**config.mk**
```make
export PLATFORM = sky130hd
export DESIGN_NAME = proj_trig_sched
export DESIGN_NICKNAME = d
export VERILOG_FILES = /design/src/rtl/proj_trig_sched.sv
export SDC_FILE = /design/constraint.sdc
export NUM_CORES = 1
export LEC_CHECK = 0
export BUFFER_PORTS_ARGS = -buffer_cell sky130_fd_sc_hd__buf_2
export CAP_MARGIN = 10
export CORE_ASPECT_RATIO = 1.5
export CORE_MARGIN = 2
export CORE_UTILIZATION = 40
export CTS_CLUSTER_DIAMETER = 200
export DETAILED_ROUTE_END_ITERATION = 16
export PLACE_DENSITY = 0.69
export SYNTH_ARGS = -nofsm -noshare
export SYNTH_HDL_FRONTEND = slang
export SYNTH_SLANG_ARGS = --single-unit
export TNS_END_PERCENT = 1
```
**constraint.sdc**
```tcl
create_clock -name clk -period 4.6 [get_ports clk]
set_input_delay 0.23 -clock clk [delete_from_list [all_inputs] [get_ports clk]]
set_output_delay 0.23 -clock clk [all_outputs]
set_load 0.03 [all_outputs]
```
**src/rtl/proj_trig_sched.sv**
```systemverilog
// Per-frame projector trigger scheduler: after each accepted frame strobe, waits a delay
// and then issues a fixed number of single-cycle start pulses at a fixed period.
module proj_trig_sched #(
    parameter int unsigned CNT_W = 32
) (
    input  logic             clk,
    input  logic             rst,
    input  logic             en,
    input  logic             frame_start,
    input  logic [CNT_W-1:0] subframe_num,
    input  logic [CNT_W-1:0] subframe_period,
    input  logic [CNT_W-1:0] trig_delay,
    input  logic             clr_err,
    output logic             trig_out,
    output logic [CNT_W-1:0] subframe_idx,
    output logic             busy,
    output logic             frame_done,
    output logic             overrun
);

    typedef enum logic [1:0] {StIdle, StDelay, StFire, StGap} state_e;

    state_e           state_q, state_d;
    logic [CNT_W-1:0] num_q, num_d;
    logic [CNT_W-1:0] period_q, period_d;
    logic [CNT_W-1:0] cnt_q, cnt_d;
    logic [CNT_W-1:0] idx_q, idx_d;
    logic             trig_q, trig_d;
    logic             busy_q, busy_d;
    logic             done_q, done_d;
    logic             ovr_q, ovr_d;
    logic             accept;
    logic             last;

    assign accept = (state_q == StIdle) && en && frame_start;
    // A zero-pulse frame parks in StFire for one cycle just to reach completion.
    assign last   = (num_q == '0) || (idx_q == num_q - CNT_W'(1));

    always_ff @(posedge clk) begin
        if (rst) begin
            state_q <= StIdle;
        end else begin
            state_q <= state_d;
        end
    end

    always_comb begin
        state_d  = state_q;
        num_d    = num_q;
        period_d = period_q;
        cnt_d    = cnt_q;
        idx_d    = idx_q;
        unique case (state_q)
            StIdle: begin
                if (accept) begin
                    num_d    = subframe_num;
                    period_d = (subframe_period == '0) ? CNT_W'(1) : subframe_period;
                    if (subframe_num == '0) begin
                        state_d = StFire;
                    end else if (trig_delay == '0) begin
                        state_d = StFire;
                        idx_d   = '0;
                    end else begin
                        state_d = StDelay;
                        cnt_d   = trig_delay;
                    end
                end
            end
            StDelay: begin
                if (cnt_q == CNT_W'(1)) begin
                    state_d = StFire;
                    idx_d   = '0;
                end else begin
                    cnt_d = cnt_q - CNT_W'(1);
                end
            end
            StFire: begin
                if (last) begin
                    state_d = StIdle;
                end else if (period_q == CNT_W'(1)) begin
                    idx_d = idx_q + CNT_W'(1);
                end else begin
                    state_d = StGap;
                    cnt_d   = period_q - CNT_W'(1);
                end
            end
            StGap: begin
                if (cnt_q == CNT_W'(1)) begin
                    state_d = StFire;
                    idx_d   = idx_q + CNT_W'(1);
                end else begin
                    cnt_d = cnt_q - CNT_W'(1);
                end
            end
            default: state_d = StIdle;
        endcase
        if (!en) begin
            state_d = StIdle;
            idx_d   = idx_q;
        end
    end

    // Registered outputs are derived from the state being entered.
    always_comb begin
        trig_d = (state_d == StFire) && (num_d != '0);
        busy_d = (state_d != StIdle);
        done_d = (state_q == StFire) && last && en;
        ovr_d  = (frame_start && busy_q) || (ovr_q && !clr_err);
    end

    always_ff @(posedge clk) begin
        if (rst) begin
            num_q    <= '0;
            period_q <= '0;
            cnt_q    <= '0;
            idx_q    <= '0;
            trig_q   <= 1'b0;
            busy_q   <= 1'b0;
            done_q   <= 1'b0;
            ovr_q    <= 1'b0;
        end else begin
            num_q    <= num_d;
            period_q <= period_d;
            cnt_q    <= cnt_d;
            idx_q    <= idx_d;
            trig_q   <= trig_d;
            busy_q   <= busy_d;
            done_q   <= done_d;
            ovr_q    <= ovr_d;
        end
    end

    assign trig_out     = trig_q;
    assign subframe_idx = idx_q;
    assign busy         = busy_q;
    assign frame_done   = done_q;
    assign overrun      = ovr_q;

endmodule

```
==> results of run 1 <==
synthesized netlist by cell type (6+ instances only):
master    count  area share
or3_1        21       0.015
o211ai_1     11      0.0093
inv_1        31       0.013
a31oi_1       7      0.0050
nor4_1       53       0.038
o21ai_1       6      0.0034
nor2b_1      10      0.0071
and3_1       15       0.011
and4_1        9      0.0089
nor2_1       86       0.037
xor2_1       30       0.030
o21ai_0      50       0.028
nand3_1      36       0.020
or2_2         8      0.0057
nor3_1       40       0.023
dfxtp_1     134        0.30
or4_1        19       0.016
buf_2         6      0.0034
o41ai_1       7      0.0069
a21oi_1     133       0.075
o32ai_1      11       0.011
clkbuf_1     54       0.023
xnor2_1      34       0.034
ha_1          6      0.0085
nand2b_1      8      0.0057
nand2_1     209       0.089
a211oi_1     21       0.018
buf_1         8      0.0034
o31ai_1      13       0.011
nand4_1      25       0.018
power breakdown:
group          total, uW  internal, uW  switching, uW
sequential          1290          1220           69.1
combinational        815           304            511
clock               1450           868            585
cells by family (layout without fill, tap and decap cells):
group,count (synthesis),in the layout,share of synthesized area
muxes,6,6,0.00708
buffers and inverters,108,218,0.0514
adders and majority gates,6,6,0.00850
DFF,134,134,0.304
xor gates and xnor gates,64,64,0.0634
and+or+nand+nor,571,571,0.332
AOI/OAI and AO/OA,322,322,0.234
per-layer routing:
metal	GRT usage	routed length [um]
met2	0.458	15100
met1	0.272	11300
met3	0.0408	1860
met5	0	0
met4	0.134	1410
worst paths after layout:
kind	start	to
worst max-delay path	num_q[4]	subframe_idx[18]
worst min-delay path	subframe_num[19]	num_q[19]
worst min register to register	overrun	overrun
worst max register to register	num_q[4]	subframe_idx[18]
metrics by stage:
step / hold WS [ps] / cell area, um2 / setup WS (ps) / total power [uW]
floorplan: 366 / 8830 / 1440 / 1860
global route: 42.4 / 10300 / 479 / 3700
CTS: 36.7 / 10300 / 872 / 3550
finish: 46.8 / 10300 / 812 / 3550
global placement: 444 / 9690 / 1020 / 2100
detailed placement: 462 / 9690 / 915 / 2110
worst register-to-register path: stages (launching register included):
cell     delay [ps]
dfxtp_1         400
nor3_1          540
nand4_1         500
or3_1           470
a32oi_1         210
o31ai_1         140
nand4_2         230
or2_1           620
nand3_1         250
o41ai_1         330
cell usage in the layout, fill, tap and decap left out, types with 34 or more instances in the layout:
master,n
o21ai_0,50
nand2_1,209
nor4_1,53
xnor2_1,34
nand3_1,35
nor2_1,85
buf_2,135
a21oi_1,133
nor3_1,40
dfxtp_1,133
cell type report:
cell class / count / area (um2)
fillers: 2200 / 11400
clock inverters: 15 / 191
flip-flops and latches: 134 / 2680
multi-input cells: 969 / 5710
clock buffers: 17 / 425
well taps: 272 / 340
repair buffers: 154 / 831
inverters: 32 / 120
state kept, by name, indices dropped and copies added, names as in the netlist:
| name | flops |
|---|---|
| period_q | 32 |
| trig_out | 1 |
| frame_done | 1 |
| subframe_idx | 32 |
| cnt_q | 32 |
| state_q | 2 |
| num_q | 32 |
| overrun | 1 |
| busy | 1 |
==> flow_summary.json, run 1 <==
{
  "status": "finished clean",
  "drv_slew": 0,
  "finalSetupViolCount": 0,
  "synthDistinctLibCells": 81,
  "setup.worst_path.end_class": "flop",
  "fin_crit_sh": 0.823,
  "clkLatencyLatePin_ps": 430,
  "syn_nets": 1318,
  "finalWeightedCongestion": 0.921,
  "grt_start_max_net_pins": 84,
  "finalWirelength_mm": 29.6,
  "viasPerCell": 6.06,
  "instances_no_fill": 1593,
  "p_per_area_mw_per_mm2": 345,
  "synth-edff-count": 0,
  "skew_ps": 11.9,
  "hold_viol_final": 0,
  "worst_ir_drop_vdd_mv": 0.244,
  "grt_pass1_vias": 9183,
  "ys.flop_type": "dfxtp_1",
  "post-cts-setup-buffer-count": 0,
  "drc_errors": 0,
  "cts.hold.buffers_added": 0,
  "rsz0062_at_grt": "false",
  "crit_path_start_kind": "flop",
  "worst-setup-path-type": "flop to flop",
  "clk_path_buf_depth": 2,
  "place_hpwl_mm": 22.1,
  "n_antenna_cell": 0,
  "synthArstFlopShare": 0,
  "period_minus_slack_ps": 3790,
  "crit_arrival_ps": 4100,
  "dp.cells": 1561,
  "p_leak_uw": 0.00397,
  "numClockSinks": 134,
  "grt_pass1_wl_mm": 46.4,
  "crit_chain": "nor3_1 -> nand4_1 -> or3_1 -> a32oi_1 -> o31ai_1 -> nand4_2 -> or2_1 -> nand3_1 -> o41ai_1",
  "ys_seq_area_frac": 0.304,
  "antenna_found_initial": 0,
  "avgSynthCellArea_um2": 7.30,
  "worstPathRequired_ps": 4910,
  "h-tree-depth": 4,
  "nets": 1415,
  "root_buffer": "clkbuf_16",
  "cts_resized": 0,
  "die_h_um": 186,
  "cp_num_buf_inv": 0,
  "worst-r2r-cell-count": 9,
  "fp.dieW_um": 125,
  "worst_slew_pin_slew_ps": 1140,
  "rows": 66,
  "initial_utilization": 0.407,
  "hold_class": "input pin to flop",
  "cp_num_cells": 9,
  "hold_path_depth": 3,
  "setup_tns_ps": 0,
  "wl_per_cell_um": 18.6,
  "cts_tree": "yes",
  "dieArea_mm2": 0.0233,
  "io_pins": 137,
  "portBuffers": 136,
  "grt_usage": 0.249,
  "coreArea_mm2": 0.0217,
  "drtAntennaViolNets": 0,
  "drv_cap": 0,
  "area_growth_pct": 16.6,
  "max_freq_ghz": 0.264,
  "cts_buffers": 17,
  "final_util": 0.474,
  "critical_path.top_delay_family": "simple AND/OR/NAND/NOR gates",
  "critPathSlowestCell": "or2_1",
  "clkTransAtPathRegs_ps": 60,
  "drt-initial-drc-count": 935,
  "ys_warn_count": 0,
  "regToRegSetupSlack_ps": 810,
  "dr.pass1.iters": 6,
  "relSlewSlack": 0.238,
  "grt_remaining_overflow": 0,
  "synthCells": 1211,
  "ys_ff_latch": 134,
  "cp_max_fo": 16,
  "crit_path_max_incr_delay_ps": 610,
  "synth_area_mm2": 0.00883,
  "vias": 9655,
  "drive_gt1_frac": 0.170
}
Power figures use the tool's default switching activity.
==> run 2, diff against run 1 <==
--- a/config.mk
+++ b/config.mk
@@ -5,6 +5,7 @@
 export SDC_FILE = /design/constraint.sdc
 export NUM_CORES = 1
 export LEC_CHECK = 0
+export ABC_AREA = 1
 export BUFFER_PORTS_ARGS = -buffer_cell sky130_fd_sc_hd__buf_2
 export CAP_MARGIN = 10
 export CORE_ASPECT_RATIO = 1.5
@@ -12,7 +13,7 @@
 export CORE_UTILIZATION = 40
 export CTS_CLUSTER_DIAMETER = 200
 export DETAILED_ROUTE_END_ITERATION = 16
-export PLACE_DENSITY = 0.69
+export PLACE_DENSITY = 0.7
 export SYNTH_ARGS = -nofsm -noshare
 export SYNTH_HDL_FRONTEND = slang
 export SYNTH_SLANG_ARGS = --single-unit
==> constraint.sdc (replaced) <==
create_clock -name clk -period 3.14 [get_ports clk]
set_input_delay 0.157 -clock clk [delete_from_list [all_inputs] [get_ports clk]]
set_output_delay 0.157 -clock clk [all_outputs]
set_load 0.03 [all_outputs]
==> flow_summary.json, run 2 <==
{
  "finalWeightedCongestion": 0.989,
  "antenna_found_initial": 0,
  "crit_path_start_kind": "flop",
  "clkLatencyLatePin_ps": 440,
  "coreArea_mm2": 0.0243,
  "worst_ir_drop_vdd_mv": 0.370,
  "initial_utilization": 0.404,
  "cp_num_buf_inv": 2,
  "cp_max_fo": 40,
  "synthDistinctLibCells": 50,
  "nets": 1875,
  "layout_common_cells": "nand2_1, nor2_1, inv_1, a21oi_1, buf_2",
  "worst_slack_ps": 356,
  "setup_tns_ps": 0,
  "grt_start_max_net_pins": 62,
  "n_fill_cell": 2548,
  "wl_met3_mm": 1.85,
  "ys.flop_type": "dfxtp_1",
  "ys_ff_latch": 134,
  "register_area_mm2": 0.00268,
  "root_buffer": "clkbuf_16",
  "cpMostUsedCell": "nor2_1",
  "grt_remaining_overflow": 0,
  "route.layer.met1.wl_mm": 13.3,
  "ys_warn_count": 0,
  "post-cts-setup-buffer-count": 0,
  "dr.pass1.iters": 6,
  "drv_cap": 0,
  "finalWirelength_mm": 37.8,
  "grt_pass1_vias": 11200,
  "rows": 70,
  "clk_path_buf_depth": 2,
  "synthArstFlopShare": 0,
  "wl_per_cell_um": 18.0,
  "relSlewSlack": 0.250,
  "place_hpwl_mm": 29.6,
  "crit_chain": "inv_1 -> nand3_1 -> nor2_1 -> nand4_1 -> nor2_1 -> nor2_1 -> nor3_4 -> nor2_2 -> nand2_2 -> buf_12 -> nor3_1 -> nor2_1",
  "clkTransAtPathRegs_ps": 70,
  "status": "finished clean",
  "layout_commonest_cell": "nand2_1",
  "synth_area_mm2": 0.00980,
  "synth.most_common_cell": "nand2_1",
  "area_growth_pct": 20.7,
  "critPathSlowestCell": "nor2_2",
  "synth-edff-count": 0,
  "critical_path.top_delay_family": "simple AND/OR/NAND/NOR gates",
  "worst-setup-path-type": "flop to flop",
  "synth_top_area_share": 0.274,
  "skew_ps": 11.0,
  "cts_buffers": 17,
  "dieArea_mm2": 0.0258,
  "portBuffers": 136,
  "io_pins": 137,
  "period_minus_slack_ps": 2780,
  "hold_slack_ps": 5.22,
  "cts_tree": "yes",
  "cts.hold.buffers_added": 30,
  "fin_area_mm2": 0.0118,
  "max_freq_ghz": 0.359,
  "grt_usage": 0.295,
  "synth_area_leaders": "dfxtp_1, nand2_1, nor2_1",
  "die_h_um": 196,
  "drtAntennaViolNets": 0,
  "crit_path_max_incr_delay_ps": 860,
  "numClockSinks": 134,
  "placed_cell_area_mm2": 0.0109,
  "fp.dieW_um": 132,
  "n_antenna_cell": 0,
  "worstPathRequired_ps": 3460,
  "h-tree-depth": 4,
  "grt_pass1_wl_mm": 59.2,
  "fin_crit_sh": 0.887,
  "drv_slew": 0,
  "vias": 11400,
  "crit_arrival_ps": 3110,
  "viasPerCell": 5.42,
  "drc_errors": 0,
  "hold_class": "input pin to flop",
  "avgSynthCellArea_um2": 6.09,
  "top_layer_used": "met4",
  "worst_slew_pin_slew_ps": 1120,
  "multiInputGateArea_mm2": 0.00610,
  "cts_resized": 0,
  "drt-initial-drc-count": 774,
  "syn_nets": 1718,
  "rsz0062_at_grt": "false",
  "synth.top_cells.by_count": "nand2_1, nor2_1, inv_1",
  "finalSetupViolCount": 0,
  "drive_gt1_frac": 0.144,
  "p_leak_uw": 0.00534,
  "setup.worst_path.end_class": "flop",
  "dr_wl_met2_mm": 19.4,
  "p_per_area_mw_per_mm2": 450,
  "synthCells": 1611,
  "ys_seq_area_frac": 0.274,
  "synth_top_area_cell": "dfxtp_1",
  "hold_viol_final": 0,
  "post-place-ws_ps": 434
}
==> run 2: cell count changes in the layout (fill, tap and decap cells not counted), sizes merged, moves of 42 or more <==
cell / previous run / this run
inv: 39 / 201
nand2: 210 / 321
nand3: 36 / 88
nand4: 28 / 73
nor2: 86 / 268
o21ai: 58 / 100
==> run 2: per-stage QoR <==
step | power (uW) | utilization | std cells
2_1_floorplan | 2830 | - | 1611
3_3_place_gp | 3200 | 0.450 | 2043
3_5_place_dp | 3210 | 0.450 | 2043
4_1_cts | 5320 | 0.488 | 2105
5_1_grt | 5590 | 0.488 | 2105
6_report | 5320 | 0.488 | 2105
==> run 2: worst paths after layout <==
check | end | from | slack [ps] | cells after the start
max | cnt_q[11] | cnt_q[12] | 360 | 12
min | overrun | frame_start | 5 | 3
max reg2reg | cnt_q[11] | cnt_q[12] | 360 | 12
min reg2reg | overrun | overrun | 470 | 2
==> run 2: layer usage <==
| metal | vias to the layer above | track usage |
|---|---|---|
| met5 | - | 0 |
| met3 | 139 | 0.0393 |
| met2 | 460 | 0.553 |
| li1 | 5633 | - |
| met4 | 0 | 0.235 |
| met1 | 5176 | 0.289 |
==> run 2: cell type report <==
class                      count  share of cell area
sequential                   134               0.227
tap                          324              0.0343
multi-input combinational   1215               0.516
inverter                     198              0.0628
timing repair buffer         202               0.109
clock buffer                  18              0.0371
clock inverter                14              0.0140
==> run 2: where the power goes <==
part           internal [uW]  switching (uW)  total (uW)
logic                    449             851        1300
clock network           1210             879        2090
registers               1800             126        1930
==> run 2: cell families after synthesis <==
logic type	share of synthesized area
compound gates	0.149
fa+ha+maj	0.00766
buf+inv	0.105
simple gates	0.395
mux	0.0112
flops	0.274
xor+xnor	0.0581
==> run 2: worst register-to-register path, cell delays in order (launching register included) <==
cell and delay [ps]:
dfxtp_1 360, inv_1 90, nand3_1 140, nor2_1 100, nand4_1 80, nor2_1 80, nor2_1 290, nor3_4 90
nor2_2 860, nand2_2 150, buf_12 220, nor3_1 180, nor2_1 50
==> run 3, diff against run 2 <==
--- a/config.mk
+++ b/config.mk
@@ -5,15 +5,13 @@
 export SDC_FILE = /design/constraint.sdc
 export NUM_CORES = 1
 export LEC_CHECK = 0
-export ABC_AREA = 1
 export BUFFER_PORTS_ARGS = -buffer_cell sky130_fd_sc_hd__buf_2
 export CAP_MARGIN = 10
 export CORE_ASPECT_RATIO = 1.5
-export CORE_MARGIN = 2
-export CORE_UTILIZATION = 40
+export CORE_UTILIZATION = 50
 export CTS_CLUSTER_DIAMETER = 200
 export DETAILED_ROUTE_END_ITERATION = 16
-export PLACE_DENSITY = 0.7
+export PLACE_DENSITY = 0.83
 export SYNTH_ARGS = -nofsm -noshare
 export SYNTH_HDL_FRONTEND = slang
 export SYNTH_SLANG_ARGS = --single-unit
==> flow_summary.json, run 3 (synthesis results as in run 1) <==
{
  "register_area_mm2": 0.00269,
  "initial_utilization": 0.509,
  "fin_crit_sh": 1.03,
  "drive_gt1_frac": 0.232,
  "clkLatencyLatePin_ps": 440,
  "rr_startpoint": "num_q[27]",
  "worstPathRequired_ps": 3470,
  "relSlewSlack": 0.375,
  "period_minus_slack_ps": 3230,
  "p_per_area_mw_per_mm2": 477,
  "hold_viol_final": 0,
  "hold_path_end": "period_q[31]",
  "layout_common_cells": "nand2_1, buf_2, dfxtp_1, a21oi_1, buf_4",
  "die_h_um": 165,
  "worst-setup-path-type": "flop to flop",
  "clk_path_buf_depth": 2,
  "layout_commonest_cell": "nand2_1",
  "fp.dieW_um": 111,
  "rsz0062_at_grt": "true",
  "h-tree-depth": 4,
  "p_leak_uw": 0.00475,
  "rows": 59,
  "antenna_found_initial": 0,
  "area_growth_pct": 33.2,
  "post-place-ws_ps": -99.1,
  "min_from": "subframe_period[31]",
  "clkTransAtPathRegs_ps": 60,
  "finalSetupViolCount": 28,
  "worst_slack_ps": -89.3,
  "cts_buffers": 17,
  "worst_ir_drop_vdd_mv": 0.325,
  "drv_slew": 0,
  "drv_cap": 0,
  "cp_max_fo": 11,
  "worst_slew_pin_slew_ps": 937,
  "drt-initial-drc-count": 831,
  "cts_tree": "yes",
  "drc_errors": 0,
  "vias": 10800,
  "regToRegSetupSlack_ps": -90,
  "grt_pass1_wl_mm": 52.4,
  "io_pins": 137,
  "viasPerCell": 6.37,
  "dieArea_mm2": 0.0182,
  "grt_start_max_net_pins": 50,
  "instances_no_fill": 1689,
  "multiInputGateArea_mm2": 0.00587,
  "nets": 1570,
  "grt_remaining_overflow": 0,
  "hold_path_depth": 3,
  "crit_path_start_kind": "flop",
  "coreArea_mm2": 0.0173,
  "portBuffers": 136,
  "n_fill_cell": 1402,
  "status": "finished with violations",
  "n_antenna_cell": 0,
  "setup.worst_path.end_class": "flop",
  "worst-r2r-cell-count": 10,
  "violations": "setup timing",
  "dr.pass1.iters": 7,
  "place_hpwl_mm": 23.1,
  "finalWirelength_mm": 33.6,
  "hold_class": "input pin to flop",
  "drtAntennaViolNets": 0,
  "max_freq_ghz": 0.310,
  "finalWeightedCongestion": 1.04,
  "dp.cells": 1596,
  "numClockSinks": 134,
  "grt_usage": 0.364,
  "grt_pass1_vias": 10500,
  "root_buffer": "clkbuf_16",
  "skew_ps": 10.2,
  "wl_per_cell_um": 19.9,
  "r2r_end": "cnt_q[6]",
  "crit_arrival_ps": 3560
}
-- run 3: cell types whose count changed in the layout (fill, tap and decap cells not counted), moves of 46 or more --
cell / previous run / this run
nand2_1: 311 / 209
nand3_1: 85 / 34
inv_1: 191 / 31
buf_4: 33 / 108
o21ai_0: 94 / 48
nand4_1: 72 / 25
nor2_1: 255 / 84
-- run 3: worst max-delay path by stage --
| stage | from | endpoint | slack, ps | cells past startpoint |
|---|---|---|---|---|
| after detailed placement | num_q[1] | subframe_idx[6] | -100 | 12 |
| after global placement | num_q[27] | cnt_q[6] | -30 | 10 |
| after floorplan | num_q[0] | subframe_idx[1] | 30 | 13 |
| final | num_q[27] | cnt_q[6] | -90 | 10 |
| after CTS | num_q[27] | cnt_q[1] | -50 | 11 |
| after global routing | num_q[7] | subframe_idx[25] | -180 | 13 |
-- run 3: layout make-up --
cell class,count,share of cell area
Clock buffer,18,0.0373
Sequential cell,134,0.228
Tap cell,213,0.0226
Multi-Input combinational cell,969,0.499
Clock inverter,14,0.0171
Inverter,32,0.0102
Timing Repair Buffer,309,0.186
-- run 3: critical path: stages, from the launching register on --
cell and delay, ps:
dfxtp_2 320, or3_4 380, or3_4 370, or4_4 570, a2111oi_4 350, nand3_1 130, nand4b_4 240, o21ai_4 250
buf_12 180, a21oi_1 50, o221a_2 280
-- run 3: metrics by stage --
step                setup TNS (ps)   util  hold WS [ps]  cell area, um2  power [uW]
floorplan                        0      -           293            8840        2730
global placement             -56.6  0.596           409           10300        3240
detailed placement            -601  0.596           417           10300        3260
CTS                           -470  0.673          1.35           11700        5540
global route                 -6950  0.679          20.2           11800        5800
finish                       -1100  0.679          12.1           11800        5610
-- run 3: what timing repair did --
item	4_1_cts	5_1_grt
endpoints found under the hold margin	58	0
pin swaps	2	14
cloned	2	0
hold buffers	58	0
setup endpoints to repair	33	69
setup buffers	2	0
resized for setup	11	27
-- run 3: routing by layer --
| layer | track usage | wire, um |
|---|---|---|
| met1 | 0.372 | 11500 |
| met2 | 0.660 | 17000 |
| met3 | 0.0650 | 2530 |
| met4 | 0.278 | 2530 |
| met5 | 0 | 0 |
-- run 3: power by group --
group	switching, uW	internal [uW]	leakage (uW)
registers	88.8	1780	0.00109
logic	882	658	0.00335
clock network	843	1360	0.000307
